==> src/rtl/zx_mem_pkg.sv <==
// Shared types and width helpers for the zx memory arbiter.
package zx_mem_pkg;

    typedef enum logic [1:0] {
        ST_IDLE    = 2'd0,
        ST_ACCESS  = 2'd1,
        ST_REFRESH = 2'd2
    } state_e;

    // Bits needed to count 0..n-1, never less than one.
    function automatic int unsigned cw(input int unsigned n);
        return (n > 2) ? int'($clog2(n)) : 1;
    endfunction

endpackage

==> src/rtl/zx_mem_rrpick.sv <==
// Combinational picker: round-robin from 'start' when RR != 0, else lowest index wins.
module zx_mem_rrpick #(
    parameter int unsigned CH = 4,
    parameter int unsigned RR = 1,
    parameter int unsigned IW = 2
) (
    input  logic [CH-1:0] req,
    input  logic [IW-1:0] start,
    output logic [CH-1:0] gnt,
    output logic [IW-1:0] idx,
    output logic          any
);

    logic [IW-1:0] k;

    always_comb begin
        gnt = '0;
        idx = '0;
        any = 1'b0;
        k   = '0;
        for (int unsigned i = 0; i < CH; i++) begin
            k = (RR != 0) ? IW'((32'(start) + i) % CH) : IW'(i);
            if (!any && req[k]) begin
                gnt[k] = 1'b1;
                idx    = k;
                any    = 1'b1;
            end
        end
    end

endmodule

==> src/rtl/zx_mem_arbiter.sv <==
// N-channel arbiter in front of one external memory, with periodic refresh.
// Define ZX_MEM_ROMPROT_EN to ack writes below ROM_TOP without strobing memWr.
module zx_mem_arbiter
    import zx_mem_pkg::*;
#(
    parameter int unsigned CH          = 4,
    parameter int unsigned AW          = 19,
    parameter int unsigned DW          = 8,
    parameter int unsigned RR          = 1,
    parameter int unsigned LAT         = 2,
    parameter int unsigned RFSH_PERIOD = 256,
    parameter int unsigned RFSH_CYCLES = 4
`ifdef ZX_MEM_ROMPROT_EN
    ,
    parameter logic [AW-1:0] ROM_TOP   = AW'('h08000)
`endif
) (
    input  logic             clock,
    input  logic             reset,
    input  logic [CH-1:0]    req,
    input  logic [CH-1:0]    we,
    input  logic [CH*AW-1:0] a,
    input  logic [CH*DW-1:0] d,
    output logic [CH-1:0]    ack,
    output logic [DW-1:0]    q,
    input  logic             memReady,
    output logic             memRd,
    output logic             memWr,
    output logic             memRf,
    output logic [AW-1:0]    memA,
    output logic [DW-1:0]    memD,
    input  logic [DW-1:0]    memQ
);

    localparam int unsigned IW = cw(CH);
    localparam int unsigned LW = cw(LAT);
    localparam int unsigned RW = cw(RFSH_CYCLES);
    localparam int unsigned PW = cw(RFSH_PERIOD);

    state_e          state, nstate;
    logic [CH-1:0]   cand, gnt, cur;
    logic [IW-1:0]   gidx, rrptr;
    logic            any, cur_we;
    logic [AW-1:0]   gnt_a;
    logic [DW-1:0]   gnt_d;
    logic            gnt_we;
    logic [LW-1:0]   lcnt;
    logic [RW-1:0]   rcnt;
    logic [PW-1:0]   pcnt;
    logic            rf_pend, rf_wrap;
    logic            prot_c, go_c, rf_c, rom_ack_c, done_c, rf_done_c;

    // The channel acked this clock sits out one IDLE decision.
    assign cand = req & ~ack;

    zx_mem_rrpick #(.CH(CH), .RR(RR), .IW(IW)) u_pick (
        .req   (cand),
        .start (rrptr),
        .gnt   (gnt),
        .idx   (gidx),
        .any   (any)
    );

    always_comb begin
        gnt_a  = '0;
        gnt_d  = '0;
        gnt_we = 1'b0;
        for (int unsigned i = 0; i < CH; i++) begin
            if (gnt[i]) begin
                gnt_a  = a[i*AW +: AW];
                gnt_d  = d[i*DW +: DW];
                gnt_we = we[i];
            end
        end
    end

`ifdef ZX_MEM_ROMPROT_EN
    assign prot_c = gnt_we && (gnt_a < ROM_TOP);
`else
    assign prot_c = 1'b0;
`endif

    assign rf_wrap = (RFSH_PERIOD != 0) && (pcnt == PW'(RFSH_PERIOD - 1));

    always_ff @(posedge clock) begin
        if (reset) state <= ST_IDLE;
        else       state <= nstate;
    end

    always_comb begin
        nstate = state;
        case (state)
            ST_IDLE: begin
                if (rf_c)      nstate = ST_REFRESH;
                else if (go_c) nstate = ST_ACCESS;
            end
            ST_ACCESS:  if (done_c)    nstate = ST_IDLE;
            ST_REFRESH: if (rf_done_c) nstate = ST_IDLE;
            default:                   nstate = ST_IDLE;
        endcase
    end

    // Refresh beats any request; protected writes ack without leaving IDLE.
    always_comb begin
        go_c      = 1'b0;
        rf_c      = 1'b0;
        rom_ack_c = 1'b0;
        done_c    = 1'b0;
        rf_done_c = 1'b0;
        case (state)
            ST_IDLE: begin
                if (memReady) begin
                    if (rf_pend)     rf_c      = 1'b1;
                    else if (any) begin
                        if (prot_c)  rom_ack_c = 1'b1;
                        else         go_c      = 1'b1;
                    end
                end
            end
            ST_ACCESS:  done_c    = (lcnt == LW'(LAT - 1));
            ST_REFRESH: rf_done_c = (rcnt == RW'(RFSH_CYCLES - 1));
            default: ;
        endcase
    end

    always_ff @(posedge clock) begin
        if (reset) begin
            memRd   <= 1'b0;
            memWr   <= 1'b0;
            memRf   <= 1'b0;
            memA    <= '0;
            memD    <= '0;
            ack     <= '0;
            q       <= '0;
            cur     <= '0;
            cur_we  <= 1'b0;
            rrptr   <= '0;
            lcnt    <= '0;
            rcnt    <= '0;
            pcnt    <= '0;
            rf_pend <= 1'b0;
        end else begin
            memRd <= go_c & ~gnt_we;
            memWr <= go_c & gnt_we;
            memRf <= rf_c;
            ack   <= done_c ? cur : (rom_ack_c ? gnt : '0);
            if (go_c) begin
                memA   <= gnt_a;
                memD   <= gnt_d;
                cur    <= gnt;
                cur_we <= gnt_we;
                rrptr  <= IW'((32'(gidx) + 32'd1) % CH);
            end
            if (done_c && !cur_we) q <= memQ;
            lcnt    <= (state == ST_ACCESS)  ? lcnt + LW'(1) : '0;
            rcnt    <= (state == ST_REFRESH) ? rcnt + RW'(1) : '0;
            pcnt    <= rf_wrap ? '0 : pcnt + PW'(1);
            // A new period re-arms even while the previous one is being served.
            rf_pend <= rf_wrap | (rf_pend & ~rf_c);
        end
    end

endmodule

==> config.mk <==
export PLATFORM = sky130hd
export DESIGN_NAME = zx_mem_arbiter
export DESIGN_NICKNAME = d
export VERILOG_FILES = /design/src/rtl/zx_mem_pkg.sv /design/src/rtl/zx_mem_rrpick.sv /design/src/rtl/zx_mem_arbiter.sv
export SDC_FILE = /design/constraint.sdc
export NUM_CORES = 1
export LEC_CHECK = 0
export ABC_AREA = 1
export BUFFER_PORTS_ARGS = -buffer_cell sky130_fd_sc_hd__buf_2
export CAP_MARGIN = 0
export CORE_AREA = 2 2 96 98
export DETAILED_ROUTE_END_ITERATION = 6
export DIE_AREA = 0 0 98 100
export GPL_ROUTABILITY_DRIVEN = 0
export PLACE_DENSITY = 0.75
export RECOVER_POWER = 50
export SETUP_SLACK_MARGIN = 0.1
export SLEW_MARGIN = 20
export SYNTH_ARGS = -nofsm -noshare
export SYNTH_HDL_FRONTEND = slang
export SYNTH_SLANG_ARGS = --single-unit
==> constraint.sdc <==
create_clock -name clock -period 7.2 [get_ports clock]
set_clock_uncertainty 0.1 [all_clocks]
set_input_delay 0.72 -clock clock [delete_from_list [all_inputs] [get_ports clock]]
set_output_delay 0.72 -clock clock [all_outputs]
set_load 0.005 [all_outputs]
==> run summary, run 1 <==
=====================================================================================
Result of the run                                                        complete, no violations
Final-layout setup total negative slack                                          0 ps
Max-slew headroom at the worst pin                                             25.99%
# clock sinks                                                                      63
Number of routed nets with antenna violations                                       0
Dpl hpwl                                                                      8360 um
Sequential share of the synthesized area                                       32.90%
Wire length reported by the detailed router                                  11220 um
Setup fix buffers added after clock tree synthesis                                  0
Final global-route overflow total                                                   0
Number of iterations in the first detailed-routing pass                             6
Total setup violations reported at the end of the flow                              0
Async S/R FF share, synth                                                          0%
Startpoint types                                                            flip-flop
Fillcell total                                                                    918
Path class of the lowest-slack min-delay path                              reg -> reg
Layout-stage area growth over the synthesis result                             25.39%
Antenna fix cells                                                                   0
Switching part of the total                                                    51.34%
Area of the core                                                            8890 um^2
Average vias per placed instance                                                4.846
Number of instances in the placed design                                          872
TritonCTS clock tree                                                              yes
Cell count after synthesis                                                        621
Row Count                                                                          35
Warnings from Yosys                                                                 0
Clock-pin slew of the registers on the worst-case setup and hold paths          80 ps
Internal Dissipation                                                          1073 uW
Prevailing post-synth register cell                                           dfxtp_1
Number of gates given a new drive strength after cts                                0
Number of vias after detailed routing                                            4303
Critical path cell sequence                                              inv_2 > ha_1 > inv_1 > nand3_1 > nand2_2 > nand2_4 > nor2_4 > nand2_2 > inv_2 > nand2_1 > nand2_2 > inv_2 > or2_4 > nand3_2 > nand2_1
Overall die height                                                             100 um
Maximum buffer depth of the clock tree                                              2
Fraction of final layout cells sized beyond drive strength 1                   25.48%
Worst path max stage delay                                                     490 ps
Cell Count, Final, Fillers Out                                                    888
Nets                                                                              907
Crit Path Category                                                         reg -> reg
Max-Cap Viols                                                                       0
Final critical-path required period                                           3366 ps
Max Clock Freq                                                              297.1 MHz
Ports placed on the boundary                                                      169
Unrepaired setup endpoints after global routing                                    no
Mapped Nets                                                                       756
Netlist area before placement                                               3834 um^2
GRT Resource Usage Total                                                       21.84%
Starting density of the core                                                   43.12%
Register share of total power                                                   20.0%
Flops & latches, synth                                                             63
Slowest cell on crit path                                                     dfxtp_1
Critical-path maximum fanout                                                       29
Count of pins over their slew limit                                                 0
Count of endpoints failing hold in the final timing report                          0
Peak supply drop                                                          0.0002001 V
Pre-CTS WS                                                                    3902 ps
Area of all placed cells without fillers                                    4807 um^2
EDFF count, synth                                                                   0
DRC violation count after routing                                                   0
Measured slew at the worst slew-check pin                                     1106 ps
Worst path arrival time                                                       3490 ps
Average wire per standard cell                                               12.63 um
R2r setup slk                                                                 3830 ps
Synth unique cells                                                                 27
Number of buffer cells added on primary ports                                     168
Most frequent cells after synthesis                                      nand2_1, nor2_1, dfxtp_1
Full die area                                                               9800 um^2
Critical path data required time                                              7330 ps
Iter 0 DRT Violations                                                             209
Largest net degree at the start of global routing                                  58
Final worst slack                                                             3834 ps
Root buffer selected by CTS                                                  clkbuf_8
Power density cells                                                      458.9 nW/um^2
Number of global-route vias before repair                                        3991
Sort of element at the end of the critical path                             flip-flop
Most frequent cell after synthesis                                            nand2_1
Later-pin clock latency in the skew report                                     340 ps
Total clock buffers created by CTS                                                  9
Wire length of the first global-routing pass                                 17590 um
Main area contributors after synthesis                                   dfxtp_1, nand2_1, nor2_1
Clock power share                                                               15.5%
Post-layout power                                                             2206 uW
Largest area contributor in the synthesized netlist                           dfxtp_1
Cell Area, Placed                                                           4618 um^2
Leakage power                                                             0.002673 uW
Share of the synthesized area in the top cell type                             32.90%
Portion of total power attributed to combinational logic                        64.6%
# H-tree levels                                                                     3
Antenna violations before repair                                                    0
Mapped Avg Cell Area                                                       6.173 um^2
Number of hold buffers added after cts                                              0
Switch Pwr                                                                    1132 uW
Horiz. Die Dim                                                                  98 um
Period utilization                                                             46.76%
=====================================================================================
flip-flops by register name, indices dropped and copies added, names as in the netlist:
signal   cells
memRd        1
cur          4
memWr        1
state        2
rf_pend      1
ack          4
memD         8
lcnt         1
rrptr        2
q            8
memA        19
rcnt         2
cur_we       1
pcnt         8
memRf        1
worst max-delay path: cells and delay by family (launching register included):
family	cells	cell delay (ps)
buf+inv	4	760
flops	1	490
fa+ha+maj	1	380
simple gates	10	1510
through the flow:
stage | hold slack, ps | utilization [%]
final | 324.6 | 54.07
after global routing | 358.3 | 54.07
after CTS | 327.7 | 54.43
after detailed placement | 319.5 | 51.95
after global placement | 307.4 | 51.95
after floorplan | 298.3 | -
cells by family (layout without fill, tap and decap cells):
kind of cell | after synthesis | count (layout) | synth area share, %
xor gates and xnor gates | 1 | 1 | 0.2285
adders and majority gates | 8 | 8 | 2.611
AOI/OAI and AO/OA | 85 | 85 | 12.47
buffers and inverters | 90 | 246 | 11.26
DFF | 63 | 63 | 32.90
and+or+nand+nor | 374 | 374 | 40.54
metal layers:
metal | GRT usage [%] | vias up | share of wire (%)
met5 | 0 | - | 0
met4 | 9.722 | 0 | 2.4
met1 | 25.42 | 1877 | 42
met2 | 38.62 | 179 | 48
li1 | - | 2220 | -
met3 | 4.735 | 27 | 7.3
cell type report:
| type | instances | area (um^2) | share of cell area (%) |
|---|---|---|---|
| clock buffers | 9 | 123.9 | 2.577 |
| flip-flops and latches | 63 | 1261 | 26.24 |
| repair buffers | 168 | 809.5 | 16.84 |
| multi-input cells | 468 | 2143 | 44.59 |
| inverters | 62 | 234.0 | 4.867 |
| clock inverters | 7 | 96.34 | 2.004 |
| well taps | 111 | 138.9 | 2.889 |
worst paths after layout:
check,start,to,cells after the start
max,rrptr[0],cur_we,15
min,cur[0],ack[0],2
max reg2reg,rrptr[0],cur_we,15
min reg2reg,cur[0],ack[0],2
power groups by stage:
stage / clock network [uW] / logic [uW] / registers [uW]
3_5_place_dp: 0 / 1430 / 446
6_report: 341 / 1420 / 440
5_1_grt: 367 / 1630 / 446
2_1_floorplan: 0 / 1230 / 445
4_1_cts: 350 / 1430 / 438
3_3_place_gp: 0 / 1400 / 444
cell usage in the layout (no fill, tap or decap), drive strengths merged:
master / n
bufinv: 2
nor3b: 2
o21ai: 14
clkbuf: 34
o211ai: 1
a21oi: 66
clkinv: 2
ha: 8
xnor2: 1
nand3: 31
nor3: 1
nand2: 241
clkinvlp: 3
dfxtp: 63
o22ai: 4
nand3b: 1
inv: 62
nand4: 1
buf: 143
nor2: 96
or2: 1
Note: power is estimated with default switching activity, not from simulation.
==> run 2, diff against run 1 <==
ABC_AREA = 0   (was 1)
CORE_AREA = 2 2 101 103   (was 2 2 96 98)
DIE_AREA = 0 0 103 105   (was 0 0 98 100)
clock period = 2.9 ns   (was 7.2 ns; I/O delays follow)
==> run 2 against run 1 <==
Effect of this change: the flow now finishes with violations (setup timing); synthesized area rose by 8.2%; first-iteration DRC count is 95% higher; register-to-register slack got worse by 3900 ps; critical path depth down 4; global-route usage grew 3.6 points; die area grew 10%; hold slack worse by 250 ps; clock power grew to 2.9 times the previous value; combinational power grew 5%; sequential cell count unchanged; cell count shrank 12%; critical path type unchanged; largest cell class unchanged.
==> run summary, run 2 <==
=====================================================================================
Iter 0 DRT Violations                                                             407   +95%
Average vias per placed instance                                                5.882   +21%
Total clock buffers created by CTS                                                  9   unchanged
Prevailing post-synth register cell                                           dfxtp_1
Number of hold buffers added after cts                                              0   unchanged
Clock-pin slew of the registers on the worst-case setup and hold paths          80 ps   about the same
Power density cells                                                      560.5 nW/um^2   +22%
Critical-path maximum fanout                                                        6   -79%
Overall die height                                                             105 um   +5.0%
Crit Path Category                                                         reg -> reg
Antenna fix cells                                                                   0   unchanged
Sequential share of the synthesized area                                       30.41%   -2.5 points
Path class of the lowest-slack min-delay path                               in -> reg
Number of instances in the placed design                                          751   -14%
Synth unique cells                                                                 64   +140%
Count of pins over their slew limit                                                 0   unchanged
Main area contributors after synthesis                                   dfxtp_1, a2111oi_2, nor2_1
Number of global-route vias before repair                                        4527   +13%
Period utilization                                                             101.2%   +54 points
Row Count                                                                          36   +2.9%
DRC violation count after routing                                                   0   unchanged
Average wire per standard cell                                               18.69 um   +48%
Cell Count, Final, Fillers Out                                                    782   -12%
Max-Cap Viols                                                                       0   unchanged
Startpoint types                                                            flip-flop
Mapped Nets                                                                       590   -22%
Result of the run                                                        finished, violations left
Final worst slack                                                           -33.52 ps   -3867 ps
Later-pin clock latency in the skew report                                     340 ps   about the same
Cell count after synthesis                                                        455   -27%
Dpl hpwl                                                                      9819 um   +17%
Maximum buffer depth of the clock tree                                              2   unchanged
Hold Slack                                                                   78.69 ps   -246.0 ps
Number of buffer cells added on primary ports                                     168   unchanged
Fraction of final layout cells sized beyond drive strength 1                   46.22%   +21 points
Wire length of the first global-routing pass                                 22190 um   +26%
Number of iterations in the first detailed-routing pass                             5   -1
Fillcell total                                                                    770   -16%
# H-tree levels                                                                     3   unchanged
Mapped Avg Cell Area                                                       9.116 um^2   +48%
Leakage power                                                             0.002399 uW   -10%
Most flops, register                                                             memA
Starting density of the core                                                   43.03%   -0.095 points
Critical path data required time                                              3010 ps   -4320 ps
Count of endpoints failing hold in the final timing report                          0   unchanged
Final critical-path required period                                           2934 ps   -432.9 ps
Most frequent cells after synthesis                                      dfxtp_1, nor2_1, a21o_1
Layout-stage area growth over the synthesis result                             48.42%
EDFF count, synth                                                                   0   unchanged
Antenna violations before repair                                                    1   +1
Share of the synthesized area in the top cell type                             30.41%   -2.5 points
Measured slew at the worst slew-check pin                                    709.2 ps   -397.1 ps
# clock sinks                                                                      63   unchanged
Netlist area before placement                                               4148 um^2   +8.2%
Peak supply drop                                                          0.0004168 V   +110%
Root buffer selected by CTS                                                  clkbuf_8
Horiz. Die Dim                                                                 103 um   +5.1%
Most frequent cells in the layout                                        buf_2, nor2_1, dfxtp_1
Violations in the final reports                                          setup timing
Async S/R FF share, synth                                                          0%   unchanged
Unrepaired setup endpoints after global routing                                   yes
Largest area contributor in the synthesized netlist                           dfxtp_1
Wire length reported by the detailed router                                  14620 um   +30%
Area of the core                                                            9639 um^2   +8.4%
Flops & latches, synth                                                             63   unchanged
TritonCTS clock tree                                                              yes
Total setup violations reported at the end of the flow                              9   +9
Max FFs per register                                                               19   unchanged
Largest net degree at the start of global routing                                  70   +21%
Hold depth                                                                          3   +1
Warnings from Yosys                                                                 0   unchanged
Sort of element at the end of the critical path                             flip-flop
Number of vias after detailed routing                                            4600   +6.9%
Final global-route overflow total                                                   0   unchanged
Max Clock Freq                                                              340.9 MHz   +15%
Max-slew headroom at the worst pin                                             52.72%   +27 points
Number of routed nets with antenna violations                                       0   unchanged
Full die area                                                              10820 um^2   +10%
Worst path arrival time                                                       3040 ps   -450 ps
Cells on worst reg2reg path                                                        11   -4
GRT Resource Usage Total                                                       25.46%   +3.6 points
Ports placed on the boundary                                                      169   unchanged
Commonest non-fill, non-tap cell in the layout                                  buf_2
Nets                                                                              779   -14%
=====================================================================================
run 2: cell count changes in the layout (fill, tap and decap cells not counted), sizes merged, moves of 7 or more:
cell,delta
a211oi,+7
nand2,-226
a21o,+28
a21boi,+28
buf,+61
a21oi,-62
mux2i,+8
o21ai,-12
inv,-55
nand3,-20
and2,+8
a2111oi,+58
o31ai,+29
nor2,-33
run 2: report_power, final:
group          internal, uW  switching (uW)  total, uW  leakage, uW
Sequential              941            46.6        987     0.000518
Combinational           677             809       1490      0.00176
Clock                   585             393        977     0.000126
run 2: timing repair:
action	CTS	global route
endpoints found under the setup margin	29	31
cloned	1	2
buffers inserted	9	3
pin swaps	11	7
gates resized for setup	46	54
run 2: metal layers:
metal	GRT usage, %	vias up	wire, um
met5	0	-	13
met4	9.117	2	340
met3	4.615	37	1079
met2	42.25	239	7280
met1	32.58	2162	5903
li1	-	2160	-
run 2: worst max-delay path, cell delays in order, from the launching register on:
cell and delay (ps):
dfxtp_2 340, buf_6 120, or4b_4 550, o31ai_4 100, buf_4 180, nor4b_4 50, a2111oi_4 420, a211oi_4 160
buf_12 170, clkbuf_16 160, a2111oi_4 360, a2111oi_2 80
run 2: layout make-up:
class,count,area [um^2],share of cell area [%]
tap,133,166.4,2.703
sequential,63,1267,20.59
inverter,4,17.52,0.2846
timing repair buffer,225,1405,22.83
clock inverter,7,127.6,2.073
clock buffer,9,123.9,2.012
multi-input combinational,341,3048,49.51
run 2: final timing paths:
path,startpoint,to,slack (ps)
worst max-delay path,rrptr[0],memA[2],-30
worst min-delay path,memQ[0],q[0],80
worst max register to register,rrptr[0],memA[2],-30
worst min register to register,lcnt,lcnt,330
run 2: per-stage QoR:
stage               power (uW)  utilization [%]  setup slack (ps)  cell area, um^2  TNS [ps]
floorplan                 1689                -             90.49             4161         0
global placement          2067            55.28            0.3595             5329         0
detailed placement        2101            55.28            -54.19             5329    -208.0
CTS                       3216            60.55             52.02             5837         0
global route              3606            63.86            -138.0             6156     -2462
finish                    3450            63.86            -33.52             6156    -198.5
run 2: cells by family (layout without fill, tap and decap cells):
logic type / Yosys count / count (layout) / synth area share [%]
mux: 12 / 12 / 3.560
simple gates: 137 / 137 / 16.77
xor+xnor: 6 / 6 / 1.267
buf+inv: 51 / 245 / 6.576
fa+ha+maj: 8 / 8 / 2.413
compound gates: 178 / 178 / 39.00
flops: 63 / 63 / 30.41
==> run 3, diff against run 2 <==
PLACE_DENSITY = 0.83   (was 0.75)
==> run 3 against run 2 <==
Effect of this change: the run still ends with setup timing left; sequential share of layout area rose by 0.61 points; design area shrank 2.8%; first-iteration DRC count decreased by 8.8%; sequential cell count unchanged; die area is the same; register-to-register slack got worse by 140 ps; critical path depth down 1; setup slack worse by 140 ps; maximum frequency down 4.5%; critical path type unchanged; critical endpoint is now memA[11]; highest routed layer is now met4.
==> run summary, run 3 (synthesis results as in run 2) <==
=====================================================================================
Result of the run                                                        finished, violations left
Violations in the final reports                                          setup timing
Worst R2R End                                                                memA[11]
Nets                                                                              782   +0.39%
Pre-CTS WS                                                                  -81.82 ps   -27.63 ps
Maximum buffer depth of the clock tree                                              2   unchanged
Row Count                                                                          36   unchanged
# H-tree levels                                                                     3   unchanged
Critical path's most frequent cell                                              buf_6
Layout-stage area growth over the synthesis result                             44.28%
Final-layout setup total negative slack                                     -190.5 ps   +8.010 ps
Final critical-path required period                                           3073 ps   +139.8 ps
Path class of the lowest-slack min-delay path                               in -> reg
Commonest non-fill, non-tap cell in the layout                                  buf_2
R2r setup slk                                                                 -170 ps   -140 ps
Sort of element at the end of the critical path                             flip-flop
TritonCTS clock tree                                                              yes
Horiz. Die Dim                                                                 103 um   unchanged
Number of global-route vias before repair                                        4575   +1.1%
Number of vias after detailed routing                                            4725   +2.7%
Count of endpoints failing hold in the final timing report                          0   unchanged
Unrepaired setup endpoints after global routing                                   yes
Average vias per placed instance                                                6.019   +2.3%
Launching element of the worst setup path                                    rrptr[0]
Measured slew at the worst slew-check pin                                    659.4 ps   -49.81 ps
Antenna fix cells                                                                   0   unchanged
Iter 0 DRT Violations                                                             371   -8.8%
Total setup violations reported at the end of the flow                              2   -7
Number of instances in the placed design                                          750   -0.13%
Crit Path Category                                                         reg -> reg
Critical path cell sequence                                              buf_6 > mux4_2 > nor3_4 > buf_4 > buf_6 > a32oi_4 > clkbuf_16 > a21boi_0 > a2111oi_0 > a2111oi_1
Number of iterations in the first detailed-routing pass                             5   unchanged
GRT Resource Usage Total                                                       26.14%   +0.68 points
Period utilization                                                             106.0%   +4.8 points
Antenna violations before repair                                                    0   -1
Max FFs per register                                                               19   unchanged
Full die area                                                              10820 um^2   unchanged
# clock sinks                                                                      63   unchanged
Final global-route overflow total                                                   0   unchanged
Slowest cell on crit path                                                      mux4_2
DRC violation count after routing                                                   0   unchanged
Count of pins over their slew limit                                                 0   unchanged
Number of hold buffers added after cts                                              0   unchanged
Max-slew headroom at the worst pin                                             56.04%   +3.3 points
Fraction of final layout cells sized beyond drive strength 1                   44.33%   -1.9 points
Most frequent cells in the layout                                        buf_2, nor2_1, dfxtp_1
Area of the core                                                            9639 um^2   unchanged
Overall die height                                                             105 um   unchanged
Dpl hpwl                                                                     10440 um   +6.3%
Starting density of the core                                                   43.03%   unchanged
Number of routed nets with antenna violations                                       0   unchanged
Leakage power                                                             0.002428 uW   +1.2%
Worst path arrival time                                                       3160 ps   +120 ps
Wire length reported by the detailed router                                  15600 um   +6.7%
Startpoint of the worst-slack reg-to-reg timing path                         rrptr[0]
Hold depth                                                                          3   unchanged
Critical path data required time                                              2990 ps   -20 ps
Max Clock Freq                                                              325.4 MHz   -4.5%
Average wire per standard cell                                               19.87 um   +6.3%
Largest net degree at the start of global routing                                  36   -49%
Number of buffer cells added on primary ports                                     168   unchanged
Clock-pin slew of the registers on the worst-case setup and hold paths          80 ps   about the same
Ports placed on the boundary                                                      169   unchanged
Power density cells                                                      563.4 nW/um^2   +0.52%
Cell Count, Final, Fillers Out                                                    785   +0.38%
Terminating pin of the worst hold path                                           q[7]
Fin util                                                                       62.08%   -1.8 points
Max-Cap Viols                                                                       0   unchanged
Hold wc startpoint                                                            memQ[7]
Most flops, register                                                             memA
Cells on worst reg2reg path                                                        10   -1
Peak supply drop                                                          0.0002805 V   -33%
Total clock buffers created by CTS                                                  9   unchanged
Wire length of the first global-routing pass                                 22340 um   +0.68%
Worst path max stage delay                                                     630 ps   +80 ps
Critical-path maximum fanout                                                        7   +1
Root buffer selected by CTS                                                  clkbuf_8
Final worst slack                                                           -173.3 ps   -139.8 ps
Startpoint types                                                            flip-flop
Later-pin clock latency in the skew report                                     350 ps   about the same
=====================================================================================
run 3: worst max-delay path, delay by kind of cell (launching register included):
| family | cells | cell delay (ps) |
|---|---|---|
| buffers and inverters | 4 | 640 |
| muxes | 1 | 630 |
| and+or+nand+nor | 1 | 230 |
| AOI/OAI and AO/OA | 4 | 910 |
| DFF | 1 | 390 |
run 3: cell type report:
type	instances	area [um^2]
Multi-Input combinational cell	341	2808
Clock inverter	6	116.4
Timing Repair Buffer	228	1468
Sequential cell	63	1269
Clock buffer	10	137.6
Fill cell	800	3655
Inverter	4	20.02
Tap cell	133	166.4
run 3: how the worst max path moves through the flow:
stage                     cells after the start  slack [ps]        to
after detailed placement                     10         -80   memA[4]
after floorplan                              11          90   memA[2]
final                                        10        -170  memA[11]
after global placement                        9         100     memRd
after CTS                                    11         100  memA[10]
after global routing                         10        -310  memA[11]
run 3: per-layer routing:
| layer | wire length (um) | vias to the layer above | track usage, % |
|---|---|---|---|
| li1 | - | 2168 | - |
| met1 | 5881 | 2208 | 32.22 |
| met2 | 7699 | 281 | 42.81 |
| met3 | 1308 | 68 | 5.084 |
| met4 | 712 | 0 | 12.78 |
| met5 | 0 | - | 0 |
run 3: repair_timing:
item | CTS | global route
buffers inserted | 7 | 8
endpoints found under the setup margin | 29 | 30
cloned | 0 | 4
gates resized for setup | 24 | 43
pin swaps | 7 | 7
run 3: per-stage QoR:
step,power (uW),area [um^2],hold slack [ps]
after floorplan,1689,4161,301.5
after global placement,2092,5334,311.8
after detailed placement,2130,5334,323.8
after CTS,3171,5739,68.21
after global routing,3501,5984,66.81
final,3372,5984,80.56
run 3: where the power goes:
group	total, uW	internal, uW	switching, uW
clock network	979	600	379
registers	993	941	51.9
logic	1400	654	745
